## config.mk

```make
export PLATFORM = sky130hd
export DESIGN_NAME = i2s_tx_serializer
export DESIGN_NICKNAME = d
export VERILOG_FILES = /design/src/rtl/i2s_tx_serializer.sv
export SDC_FILE = /design/constraint.sdc
export NUM_CORES = 1
export LEC_CHECK = 0
export ABC_CLOCK_PERIOD_IN_PS = 4700
export CAP_MARGIN = 20
export CORE_MARGIN = 3
export CORE_UTILIZATION = 45
export DETAILED_ROUTE_END_ITERATION = 8
export PLACE_DENSITY = 0.7
export SETUP_SLACK_MARGIN = 0.1
export SLEW_MARGIN = 10
export SYNTH_ARGS = -nofsm -noshare
export SYNTH_HDL_FRONTEND = slang
export SYNTH_SLANG_ARGS = --single-unit
```

## constraint.sdc

```tcl
create_clock -name sclk -period 4.7 [get_ports sclk]
set_input_delay 0.47 -clock sclk [delete_from_list [all_inputs] [get_ports sclk]]
set_output_delay 0.47 -clock sclk [all_outputs]
set_load 0.05 [all_outputs]
```

## src/rtl/i2s_tx_serializer.sv

```systemverilog
// i2s_tx_serializer: I2S / MSB-justified transmit shifter fed by a show-ahead Tx FIFO.
// Loads one word per L/R slot opened by the WS control stage and shifts it MSB-first on sd.
// Optional feature macro: TX_UNDERRUN_REPEAT_EN (on underrun, resend the last popped word).

package ctrl_pkg;
  typedef enum logic [1:0] {
    WS_IDLE = 2'b00,
    WS_L    = 2'b01,
    WS_R    = 2'b10
  } ws_state_t;

  typedef enum logic {
    F16BITS = 1'b0,
    F32BITS = 1'b1
  } frame_size_t;

  typedef enum logic {
    STD_I2S = 1'b0,
    STD_MSB = 1'b1
  } standard_t;
endpackage

module i2s_tx_serializer
  import ctrl_pkg::*;
#(
  parameter int unsigned DATA_W = 32
) (
  input  logic              sclk,
  input  logic              preset,
  input  logic [1:0]        ws_state,
  input  logic              tx_ren,
  input  logic              frame_size,
  input  logic              standard,
  input  logic              stop,
  input  logic [DATA_W-1:0] fifo_rdata,
  input  logic              fifo_empty,
  input  logic              underrun_clr,
  output logic              fifo_rd,
  output logic              sd,
  output logic              busy,
  output logic              underrun
);

  localparam int unsigned PAD_W = DATA_W - 31;
  localparam int unsigned CNT_W = 6;

  logic [1:0]        r_ws_prev;
  logic [DATA_W:0]   r_shreg;
  logic [CNT_W-1:0]  r_bitcnt;
  logic              r_sd;
  logic              r_underrun;

  logic              w_start;
  logic              w_underrun_set;
  logic [31:0]       w_load;
  logic [31:0]       w_frame;
  logic [DATA_W:0]   w_aligned;
  logic [CNT_W-1:0]  w_frame_len;

  logic [1:0]        w_ws_prev_nxt;
  logic [DATA_W:0]   w_shreg_nxt;
  logic [CNT_W-1:0]  w_bitcnt_nxt;
  logic              w_sd_nxt;
  logic              w_underrun_nxt;

  // A slot opens on the first cycle WS enters L or R, unless frozen
  assign w_start = ((ws_state == WS_L) || (ws_state == WS_R)) &&
                   (ws_state != r_ws_prev) && !stop;

  assign w_underrun_set = w_start && tx_ren && fifo_empty;

  // Pop is combinational so the FIFO advances on the same edge the word is loaded
  assign fifo_rd = preset && w_start && tx_ren && !fifo_empty;

`ifdef TX_UNDERRUN_REPEAT_EN
  logic [31:0] r_last_word;

  // Remember the most recent popped word for underrun repeat
  always_ff @(negedge sclk) begin
    if (!preset) begin
      r_last_word <= 32'd0;
    end else if (fifo_rd) begin
      r_last_word <= fifo_rdata[31:0];
    end
  end

  assign w_load = fifo_rd ? fifo_rdata[31:0] :
                  (w_underrun_set ? r_last_word : 32'd0);
`else
  assign w_load = fifo_rd ? fifo_rdata[31:0] : 32'd0;
`endif

  // 16-bit frames use the low half, moved up so bit 15 lands in the MSB slot
  assign w_frame     = (frame_size == F32BITS) ? w_load : {w_load[15:0], 16'h0000};
  assign w_aligned   = {w_frame, {PAD_W{1'b0}}};
  assign w_frame_len = (frame_size == F32BITS) ? CNT_W'(32) : CNT_W'(16);

  // Next-state for shifter, counter, WS history and underrun flag
  always_comb begin
    w_ws_prev_nxt  = r_ws_prev;
    w_shreg_nxt    = r_shreg;
    w_bitcnt_nxt   = r_bitcnt;
    w_sd_nxt       = r_sd;
    w_underrun_nxt = r_underrun;

    if (!stop) begin
      w_ws_prev_nxt = ws_state;
      if (w_start) begin
        if (standard == STD_MSB) begin
          w_sd_nxt     = w_frame[31];
          w_shreg_nxt  = {w_aligned[DATA_W-1:0], 1'b0};
          w_bitcnt_nxt = w_frame_len - CNT_W'(1);
        end else begin
          // I2S one-bit delay: the pending bit (old LSB or 0) goes out first
          w_sd_nxt     = r_shreg[DATA_W];
          w_shreg_nxt  = w_aligned;
          w_bitcnt_nxt = w_frame_len;
        end
      end else if (r_bitcnt != '0) begin
        w_sd_nxt     = r_shreg[DATA_W];
        w_shreg_nxt  = {r_shreg[DATA_W-1:0], 1'b0};
        w_bitcnt_nxt = r_bitcnt - CNT_W'(1);
      end else begin
        w_sd_nxt = 1'b0;
      end
    end

    // Set has priority over clear on the same edge
    if (w_underrun_set) begin
      w_underrun_nxt = 1'b1;
    end else if (underrun_clr) begin
      w_underrun_nxt = 1'b0;
    end
  end

  // State registers with synchronous active-low reset on the falling edge
  always_ff @(negedge sclk) begin
    if (!preset) begin
      r_ws_prev  <= WS_IDLE;
      r_shreg    <= '0;
      r_bitcnt   <= '0;
      r_sd       <= 1'b0;
      r_underrun <= 1'b0;
    end else begin
      r_ws_prev  <= w_ws_prev_nxt;
      r_shreg    <= w_shreg_nxt;
      r_bitcnt   <= w_bitcnt_nxt;
      r_sd       <= w_sd_nxt;
      r_underrun <= w_underrun_nxt;
    end
  end

  assign sd       = r_sd;
  assign busy     = (r_bitcnt != '0);
  assign underrun = r_underrun;

endmodule

```

Yosys cells after proc, flatten, opt, wreduce, memory -nomap -nowiden:

Cells that the tools add are included.

* input port bits: 42
* flip-flop bits (word level): 43
* output and inout port bits: 4

* muxes and demuxes: 14
* $add $sub $neg: 2
* reduce and logical (&&, ||, !) cells: 14
* equality and inequality tests: 3
* bitwise gates (word level): 1

Operators with widths (number)
* $mux 33: 3
* $mux 32: 2
* $mux 6: 4
* $sub 6x1->6 const B: 2
* $logic_and 1x1->1: 7
* $reduce_bool 6->1: 1
* $mux 1: 5
* $reduce_bool 2->1: 2
* $eq 2x1->1 const B: 1
* $eq 2x2->1 const B: 1
* $logic_not 1->1: 2
* $ne 2x2->1: 1
* $reduce_and 2->1: 1
* $logic_or 1x1->1: 1
* $not 1->1: 1

Longest topological paths before layout:

* depth in word-level cells: 11
* mapped depth: 9
* mapped depth without buffers: 8

==> key figures <==
GRT
  • Total track usage: between 20% and 30%
  • Vias in the first global route: about 2,500
  • First-pass GRT wire length: ~11 mm
  • Largest net degree at the start of global routing: between 40 and 50
  • Initial antenna violation count: 0
  • Grt ovf: 0

Detailed routing
  • Antenna Nets Post-Route: 0
  • Via count: ~2,700
  • Total Wirelength: between 7 and 8 mm
  • DRC errors left: 0
  • TritonRoute pass-1 iters: 4
  • WL/cell: about 15 µm
  • Vias per std cell: 5.674
  • Drt first-iter violations: between 100 and 150

Clocking
  • CTS Buffer Depth: 2
  • Post-cts sizing count: 0
  • Postcts setup bufs: 0
  • Clk slew on worst S/H paths: roughly 30 ps
  • H-tree depth reported by CTS: 2
  • Clk sink count: 42
  • CTS tree: built
  • Hold-fix buffers at CTS: 0
  • Num CTS Buffers: 5
  • Root buf cell: clkbuf_8
  • Clock latency on the worst-skew pair: about 360 ps

Synth
  • Post-synthesis sequential area ratio: 32.31%
  • Gate count of the mapped netlist: approximately 320
  • Ys Warns: 0
  • Yosys top cell area share: 32.31%
  • Syn_area_per_cell: slightly above 8 µm²
  • Syn nets: 363
  • Cell taking the most area after synthesis: dfxtp_1
  • Netlist cell types: 43
  • Cell Area, Synth: around 0.0026 mm²
  • Leading post-synthesis cells by cell area: dfxtp_1 32%, o21ai_0 13%, a21o_1 7.8%
  • #FFs+latches synth: between 40 and 50

Setup path
  • Cells along the critical path: nor2b_1 > o22ai_2 > buf_4 > and3_1 > buf_12
  • CP Max Fanout: 10
  • CP bufs+invs: 2
  • Critical Path End Type: primary output
  • Worst path required time: around 4200 ps
  • Worst Path Arrival: between 4000 and 5000 ps
  • Max stage delay cell, worst path: dfxtp_1
  • Worst Setup Path Type: reg -> out
  • Startpoint types: register
  • Slowest stage delay, CP: around 310 ps
  • CP top delay family: simple AND/OR/NAND/NOR gates
  • R2R Setup Slk: 2870 ps

Timing
  • Clock Skews: ~13 ps
  • Final TNS setup: 0 ps
  • Relative slew slack: a little over three fifths
  • Worst slew pin tran: 561.5 ps
  • RSZ-0062 raised after global routing: no
  • Max Slew Vio Count: 0
  • Final hold slack: between 400 and 500 ps
  • Hold Vio Cnt, Final: 0
  • Final setup vio count: 0

Final layout
  • Syn-to-layout area delta: 29.66%
  • FILL cells: between 400 and 500
  • Final nets: roughly 440
  • Non-Filler Instances: 469
  • Antenna Diode Count: 0
  • Share of cells above drive strength 1: roughly 17%

Worst hold path
  • Worst Hold Class: reg -> reg

Floorplan
  • Initial Utilization: roughly 47%
  • Vert. Die Dim: 82.05 µm
  • Die outline width: approximately 82 µm
  • DIE AREA: between 0.006 and 0.007 mm²
  • Core Rows: 27
  • Core ar.: around 0.0055 mm²
  • # IOs: 46

Placement
  • Placed cells: ~420
  • DP Wirelength: between 4 and 5 mm
  • GPL Wtd Cong: 0.8063
  • IO buf count: 45

Power and ir drop
  • Leakage Power: about 1.5 nW
  • VDD IR-drop max: 0.0001591 V
  • Pwr per Cell Area: between 300 and 400 mW/mm²

Outcome
  • Status: complete, no violations

Job
  • Maxcap violations: 0
[registers in the layout (all words and copies together), names as in the netlist]
name,cells
r_shreg,32
r_ws_prev,2
r_bitcnt,6
underrun,1
sd,1
[logic make-up (layout without fill, tap and decap cells)]
family	after synthesis	in the layout	share of synthesized area, %
compound gates	173	173	41.06
fa+ha+maj	2	2	0.9614
buf+inv	38	116	7.741
flops	42	42	32.31
mux	18	18	7.596
simple gates	46	46	10.34
[cell usage after synthesis (all sizes together)]
library cell / instances
a211o: 1
a211oi: 3
a21boi: 3
a21o: 27
a21oi: 59
a221oi: 3
a31o: 1
a31oi: 2
a32oi: 1
and2: 5
and3: 3
and3b: 1
buf: 21
clkbuf: 8
dfxtp: 42
ha: 2
inv: 9
mux2: 14
mux2i: 4
nand2: 10
nand2b: 3
nand3: 2
nand3b: 1
nand4b: 1
nor2: 2
nor2b: 6
nor3: 7
nor3b: 1
nor4: 1
o21ai: 68
o221ai: 3
o22a: 1
o22ai: 1
or3: 2
or4: 1
[metal layers]
layer	wire length [µm]	vias to the layer above	global-route usage, %
li1	-	1334	-
met1	3336	1246	28.76
met2	3262	74	31.99
met3	405	7	6.140
met4	84	0	11.13
met5	0	-	0
[final timing paths]
check                from    endpoint  cells past startpoint
max          r_ws_prev[0]     fifo_rd                      5
min            r_shreg[1]  r_shreg[1]                      2
max reg2reg   r_bitcnt[0]  r_shreg[4]                      9
min reg2reg    r_shreg[1]  r_shreg[1]                      2
[worst reg2reg max path: cells and delay by family (launching register included)]
| kind | cells | cell delay, ps |
|---|---|---|
| simple gates | 3 | 450 |
| flops | 1 | 390 |
| fa+ha+maj | 1 | 200 |
| compound gates | 2 | 280 |
| buf+inv | 3 | 380 |
[cells in the final DEF (no fill, tap or decap), types with 6 or more instances in the layout]
cell type        count
nor2b_1              6
mux2_2              14
nand2_1             10
clkdlybuf4s50_1     42
a21oi_1             38
nor3_1               7
buf_4               12
a21o_1              27
inv_1               49
dfxtp_1             42
o21ai_0             65
a21oi_2             21
[final cells by class]
type	instances	area (µm²)	share of cell area, %
inverters	8	30.03	0.8899
multi-input cells	239	1567	46.42
flip-flops and latches	42	840.8	24.92
well taps	72	90.09	2.670
repair buffers	60	615.6	18.24
clock buffers	5	68.82	2.039
clock inverters	43	162.7	4.820
[power by group]
part,switching [W],internal [W]
logic,0.000185,0.000158
clock network,0.000206,0.000144
registers,0.0000237,0.000404
[stage by stage]
stage	worst slack, ps	utilization (%)	power (W)	cell area [µm²]
floorplan	561.7	-	0.0007049	2603
global placement	156.5	56.68	0.0008235	3141
detailed placement	108.5	56.68	0.0008274	3141
CTS	149.3	60.79	0.001139	3368
global route	109.3	60.91	0.001220	3374
finish	211.4	60.91	0.001121	3374
(Power assumes the default switching activity.)
